===== src/rtl/bcd_counter_pkg.sv =====
// Shared constants and digit helpers for the multi-digit modulo counter.
//   MAX_NDIG / MAX_MOD : legal parameter limits
//   MAX_DW             : widest digit (MOD=16 -> 4 bits)
//   is_max(d, mod)     : digit sits at its top value (mod-1)
//   is_over(d, mod)    : digit is outside the legal range (>= mod)
package bcd_counter_pkg;
  localparam int MAX_NDIG = 8;
  localparam int MAX_MOD  = 16;
  localparam int MAX_DW   = 4;

  function automatic logic is_max(input logic [MAX_DW-1:0] digit, input int mod);
    return int'(digit) == (mod - 1);
  endfunction

  function automatic logic is_over(input logic [MAX_DW-1:0] digit, input int mod);
    return int'(digit) >= mod;
  endfunction
endpackage


===== src/rtl/bcd_digit.sv =====
// One modulo-MOD digit of the cascaded counter.
//   clk, rst  : clock, async active-high reset
//   step      : advance one position this edge (carry/borrow already resolved)
//   up        : direction of the step
//   clr, load : synchronous clear / parallel load (clr wins)
//   ld_val    : load value; out-of-range values are clamped to MOD-1
//   q         : current digit value
//   at_max    : q == MOD-1 (feeds the up-carry chain)
//   at_min    : q == 0     (feeds the down-borrow chain)
module bcd_digit
  import bcd_counter_pkg::*;
#(
  parameter int MOD = 10,
  parameter int DW  = $clog2(MOD)
) (
  input  logic          clk,
  input  logic          rst,
  input  logic          step,
  input  logic          up,
  input  logic          clr,
  input  logic          load,
  input  logic [DW-1:0] ld_val,
  output logic [DW-1:0] q,
  output logic          at_max,
  output logic          at_min
);
  localparam logic [DW-1:0] MAXV = DW'(MOD - 1);

  logic [DW-1:0] r_q;
  logic [DW-1:0] w_ld_fix;

  // Clamp keeps the digit inside 0..MOD-1 even after a bad load.
  assign w_ld_fix = is_over(MAX_DW'(ld_val), MOD) ? MAXV : ld_val;
  assign at_max   = is_max(MAX_DW'(r_q), MOD);
  assign at_min   = (r_q == '0);
  assign q        = r_q;

  always_ff @(posedge clk or posedge rst) begin
    if (rst)       r_q <= '0;
    else if (clr)  r_q <= '0;
    else if (load) r_q <= w_ld_fix;
    else if (step) begin
      if (up) r_q <= at_max ? '0   : r_q + 1'b1;
      else    r_q <= at_min ? MAXV : r_q - 1'b1;
    end
  end
endmodule


===== src/rtl/bcd_counter_n.sv =====
// Parametrised multi-digit modulo counter (NDIG digits, each modulo MOD).
//   clk, rst  : clock, async active-high reset
//   en, up    : count enable and direction, sampled together
//   clr, load : synchronous clear / parallel load; priority clr > load > en
//   load_val  : load value, digit k = load_val[k*DW +: DW]
//   cnt       : current count, digit 0 least significant
//   cout      : 1-cycle pulse on wrap (SATURATE=0) or on a blocked step at the limit (SATURATE=1)
//   load_err  : 1-cycle pulse when a load had to clamp any digit
module bcd_counter_n
  import bcd_counter_pkg::*;
#(
  parameter int NDIG     = 2,
  parameter int MOD      = 10,
  parameter bit SATURATE = 1'b0,
  localparam int DW      = $clog2(MOD)
) (
  input  logic               clk,
  input  logic               rst,
  input  logic               en,
  input  logic               up,
  input  logic               clr,
  input  logic               load,
  input  logic [NDIG*DW-1:0] load_val,
  output logic [NDIG*DW-1:0] cnt,
  output logic               cout,
  output logic               load_err
);
  if (NDIG < 1 || NDIG > MAX_NDIG || MOD < 2 || MOD > MAX_MOD) begin : g_bad_param
    $error("bcd_counter_n: NDIG must be 1..%0d and MOD 2..%0d", MAX_NDIG, MAX_MOD);
  end

  logic [NDIG-1:0] w_at_max, w_at_min, w_step, w_dig_over;
  // w_cy[k]: digits 0..k-1 all at max; w_bw[k]: digits 0..k-1 all at zero.
  logic [NDIG:0]   w_cy, w_bw;
  logic            w_limit, w_cnt_en;
  logic            r_cout, r_load_err;

  assign w_cy[0] = 1'b1;
  assign w_bw[0] = 1'b1;

  for (genvar k = 0; k < NDIG; k++) begin : g_dig
    assign w_cy[k+1]     = w_cy[k] & w_at_max[k];
    assign w_bw[k+1]     = w_bw[k] & w_at_min[k];
    assign w_step[k]     = w_cnt_en & (up ? w_cy[k] : w_bw[k]);
    assign w_dig_over[k] = is_over(MAX_DW'(load_val[k*DW +: DW]), MOD);

    bcd_digit #(.MOD(MOD), .DW(DW)) u_dig (
      .clk    (clk),
      .rst    (rst),
      .step   (w_step[k]),
      .up     (up),
      .clr    (clr),
      .load   (load),
      .ld_val (load_val[k*DW +: DW]),
      .q      (cnt[k*DW +: DW]),
      .at_max (w_at_max[k]),
      .at_min (w_at_min[k])
    );
  end

  // Whole counter sits at the limit for the requested direction.
  assign w_limit  = up ? w_cy[NDIG] : w_bw[NDIG];
  // In saturate mode a step at the limit is suppressed so every digit holds.
  assign w_cnt_en = en & ~clr & ~load & ~(SATURATE & w_limit);

  always_ff @(posedge clk or posedge rst) begin
    if (rst) begin
      r_cout     <= 1'b0;
      r_load_err <= 1'b0;
    end else begin
      r_cout     <= ~clr & ~load & en & w_limit;
      r_load_err <= ~clr & load & (|w_dig_over);
    end
  end

  assign cout     = r_cout;
  assign load_err = r_load_err;
endmodule


===== config.mk =====
export PLATFORM = sky130hd
export DESIGN_NAME = bcd_counter_n
export DESIGN_NICKNAME = d
export VERILOG_FILES = /design/src/rtl/bcd_counter_pkg.sv /design/src/rtl/bcd_digit.sv /design/src/rtl/bcd_counter_n.sv
export SDC_FILE = /design/constraint.sdc
export NUM_CORES = 1
export LEC_CHECK = 0
export BUFFER_PORTS_ARGS = -buffer_cell sky130_fd_sc_hd__buf_2
export CAP_MARGIN = 0
export CORE_MARGIN = 1.5
export CORE_UTILIZATION = 54
export CTS_BUF_LIST = sky130_fd_sc_hd__clkbuf_8
export DETAILED_ROUTE_END_ITERATION = 6
export PLACE_DENSITY = 0.81
export SLEW_MARGIN = 20
export SYNTH_ARGS = -nofsm -noshare
export SYNTH_HDL_FRONTEND = slang
export SYNTH_SLANG_ARGS = --single-unit

===== constraint.sdc =====
create_clock -name clk -period 3.08 [get_ports clk]
set_clock_uncertainty 0.2 [all_clocks]
set_input_delay 0.308 -clock clk [delete_from_list [all_inputs] [get_ports clk]]
set_output_delay 0.308 -clock clk [all_outputs]
set_load 0.01 [all_outputs]

==> impl_metrics.py <==
metrics = {
    "worst_hold_path": {
        "worstHoldStart": "load_val[3]",
        "hp-class": "input pin to flip-flop",
        "holdPathStages": 3,
        "holdPathEnd": "g_dig[0].u_dig.q[3]$_DFFE_PP0P_",
    },
    "critical_path": {
        "cp_slowest_stage_delay_ns": 0.53,
        "worstPathMaxFanout": 9,
        "rrSetupSlack_ns": 0.76,
        "ff2ff_path_depth": 6,
        "cp.required_ns": 3.00,
        "worstReg2RegEnd": "g_dig[1].u_dig.q[3]$_DFFE_PP0P_",
        "cp.arrival_ns": 2.24,
        "cp_cell_sequence": "inv_1 -> ha_1 -> or4b_4 -> a31oi_1 -> o21ai_1 -> o22a_1",
        "crit_path_top_delay_cell": "or4b_4",
        "cp-end-kind": "flip-flop",
        "startpoint_type": "flip-flop",
        "path_class": "flip-flop to flip-flop",
        "worstReg2RegStart": "g_dig[0].u_dig.q[0]$_DFFE_PP0P_",
    },
    "timing": {
        "rsz0062_at_grt": "no",
        "slew_viol_final": 0,
        "finalCritPeriodShare_pct": 75.26,
        "tightestPinTransition_ns": 0.4882,
        "slew-limit-headroom_pct": 67.33,
        "setup-tns-final_ns": 0,
        "min_period_ns": 2.318,
        "hold_viol_final": 0,
        "fmax_mhz": 431.4,
        "setup_viol": 0,
        "worst_slack_ns": 0.7621,
    },
    "cells_and_area": {
        "nNetsFinal": 158,
        "layout_commonest_cell": "buf_2",
        "fillers": 130,
        "final_cells": 150,
        "diodes": 0,
        "fin_util_pct": 69.84,
        "syn2layout_area_growth_pct": 16.56,
        "layout_common_cells": "buf_2 (23), dfrtp_1 (10), inv_1 (9)",
        "drive_gt1_share_pct": 23.88,
    },
    "drt": {
        "post-route-drc-count": 0,
        "dr.pass1.iters": 4,
        "vias": 937,
        "routed_wl_um": 2385,
        "antenna_left": 0,
        "vias_per_cell": 6.247,
        "wire_per_inst_um": 15.90,
        "dr.first_iter.drc_count": 35,
    },
    "synthesis": {
        "syn_avg_cell_area_um2": 8.434,
        "ys_warn_count": 0,
        "yosysTopAreaCellShare_pct": 26.49,
        "netlist_top_cells_area": "dfrtp_1 (26%), ha_1 (11%), a21oi_1 (4.2%)",
        "syn-instance-count": 112,
        "yosysTopAreaCell": "dfrtp_1",
        "syn_area_um2": 944.7,
        "ys_types": 41,
        "syn-num-nets": 134,
        "ys_seq_area_share_pct": 26.49,
        "ys_ff_latch": 10,
    },
    "die": {
        "die_x_um": 44.83,
        "die_area_um2": 2009,
        "num_rows": 14,
        "start_util_pct": 59.92,
        "dieHeight_um": 44.83,
        "io_pins": 24,
        "coreArea_um2": 1577,
    },
    "clock_tree": {
        "cts.sinks": 10,
        "clk_path_buf_depth": 2,
        "cts-hold-fix-buffers": 1,
        "clk_pin_slew_worst_paths_ns": 0.05,
        "worst_skew_pair.late_latency_ns": 0.24,
        "cts_buffers": 3,
        "cts_resized": 0,
        "cts_setup_buffers": 0,
        "htreeDepth": 1,
        "cts_tree": "done",
        "cts_root_buf": "clkbuf_8",
    },
    "placed_design": {
        "place_hpwl_um": 1776,
        "pre_cts_ws_ns": 0.8202,
        "placed_cells": 146,
        "port_buffers": 23,
        "gp_congestion": 0.8183,
    },
    "pwr": {
        "leakagePower_nw": 0.5177,
        "ir_worst_vdd_uv": 366.1,
        "power_density_nw_per_um2": 447.1,
        "power.total_w": 0.0004923,
    },
    "global_route": {
        "grt_overflow": 0,
        "antenna_found_initial": 0,
        "grt_pass1_vias": 856,
        "grt_util_all_layers_pct": 25.92,
        "grt_max_degree": 18,
        "grt_pass1_wl_um": 3767,
    },
    "job": {
        "max_cap_violations": 0,
    },
    "status": {
        "outcome": "complete, no violations",
    },
}
## cell type report
type | instances | area, um^2 | area share (%)
clock buffers | 3 | 41.29 | 3.750
well taps | 16 | 20.02 | 1.818
inverters | 9 | 33.78 | 3.068
flip-flops and latches | 10 | 250.2 | 22.73
multi-input cells | 87 | 623.1 | 56.59
repair buffers | 25 | 132.6 | 12.05
## metrics by stage
| step | hold WS (ns) | instance area [um^2] |
|---|---|---|
| 2_1_floorplan | -0.05182 | 944.7 |
| 3_3_place_gp | 0.1056 | 1050 |
| 3_5_place_dp | 0.1096 | 1050 |
| 4_1_cts | 0.1289 | 1101 |
| 5_1_grt | 0.1435 | 1101 |
| 6_report | 0.1323 | 1101 |
## layer usage
layer	GRT usage [%]	vias up	wire, um	share of wire [%]
met5	0	-	0	0
met1	35.25	430	1156	48
met3	3.200	6	117	4.9
met2	39.71	40	1069	45
li1	-	461	-	-
met4	14.71	0	42	1.8
## worst max path at each step
stage | cells after the start | end | startpoint | slack (ns)
6_report | 6 | g_dig[1].u_dig.q[3]$_DFFE_PP0P_ | g_dig[0].u_dig.q[0]$_DFFE_PP0P_ | 0.76
4_1_cts | 6 | g_dig[1].u_dig.q[3]$_DFFE_PP0P_ | g_dig[0].u_dig.q[0]$_DFFE_PP0P_ | 0.81
5_1_grt | 6 | g_dig[1].u_dig.q[3]$_DFFE_PP0P_ | g_dig[0].u_dig.q[0]$_DFFE_PP0P_ | 0.68
3_3_place_gp | 5 | g_dig[1].u_dig.q[2]$_DFFE_PP0P_ | g_dig[0].u_dig.q[0]$_DFFE_PP0P_ | 0.88
2_1_floorplan | 6 | g_dig[1].u_dig.q[2]$_DFFE_PP0P_ | g_dig[0].u_dig.q[0]$_DFFE_PP0P_ | 0.84
3_5_place_dp | 6 | g_dig[1].u_dig.q[3]$_DFFE_PP0P_ | g_dig[0].u_dig.q[0]$_DFFE_PP0P_ | 0.82
## sequential cells by signal, indices dropped and copies added, names as in the netlist
signal         flops
cout               1
load_err           1
g_dig.u_dig.q      8
## synth_stat cells, drive strengths merged
cell / n
a211oi: 2
a21oi: 8
a22oi: 2
a2bb2oi: 1
a31o: 2
a31oi: 4
and3b: 1
and4: 2
and4b: 1
buf: 2
clkbuf: 4
dfrtp: 10
ha: 8
inv: 9
mux2: 2
nand2: 5
nand2b: 5
nand3: 4
nand3b: 3
nand4: 1
nand4b: 1
nor2: 7
nor2b: 1
nor3: 3
nor3b: 1
nor4b: 1
o211ai: 2
o21ai: 7
o21bai: 1
o22a: 1
o22ai: 1
o311a: 1
o31ai: 3
o32a: 1
o41ai: 1
or2: 1
or4b: 2
xor2: 1
## logic make-up after synthesis
| logic type | count (synthesis) | synth area share (%) |
|---|---|---|
| compound gates | 37 | 26.89 |
| mux | 2 | 2.384 |
| fa+ha+maj | 8 | 10.60 |
| simple gates | 39 | 25.17 |
| xor+xnor | 1 | 0.9273 |
| flops | 10 | 26.49 |
| buf+inv | 15 | 7.549 |
## power by group
group / leakage [nW] / total, W / switching [W] / internal, W
sequential: 0.130 / 0.000183 / 0.0000363 / 0.000147
combinational: 0.366 / 0.000171 / 0.0000908 / 0.0000799
clock: 0.0216 / 0.000139 / 0.0000529 / 0.0000858
## worst max-delay path, delay by kind of cell (launching register included)
family                     cells  cell delay (ns)
buffers and inverters          1             0.14
and+or+nand+nor                1             0.53
DFF                            1             0.46
AOI/OAI and AO/OA              3             0.68
adders and majority gates      1             0.20
(Power assumes the default switching activity.)
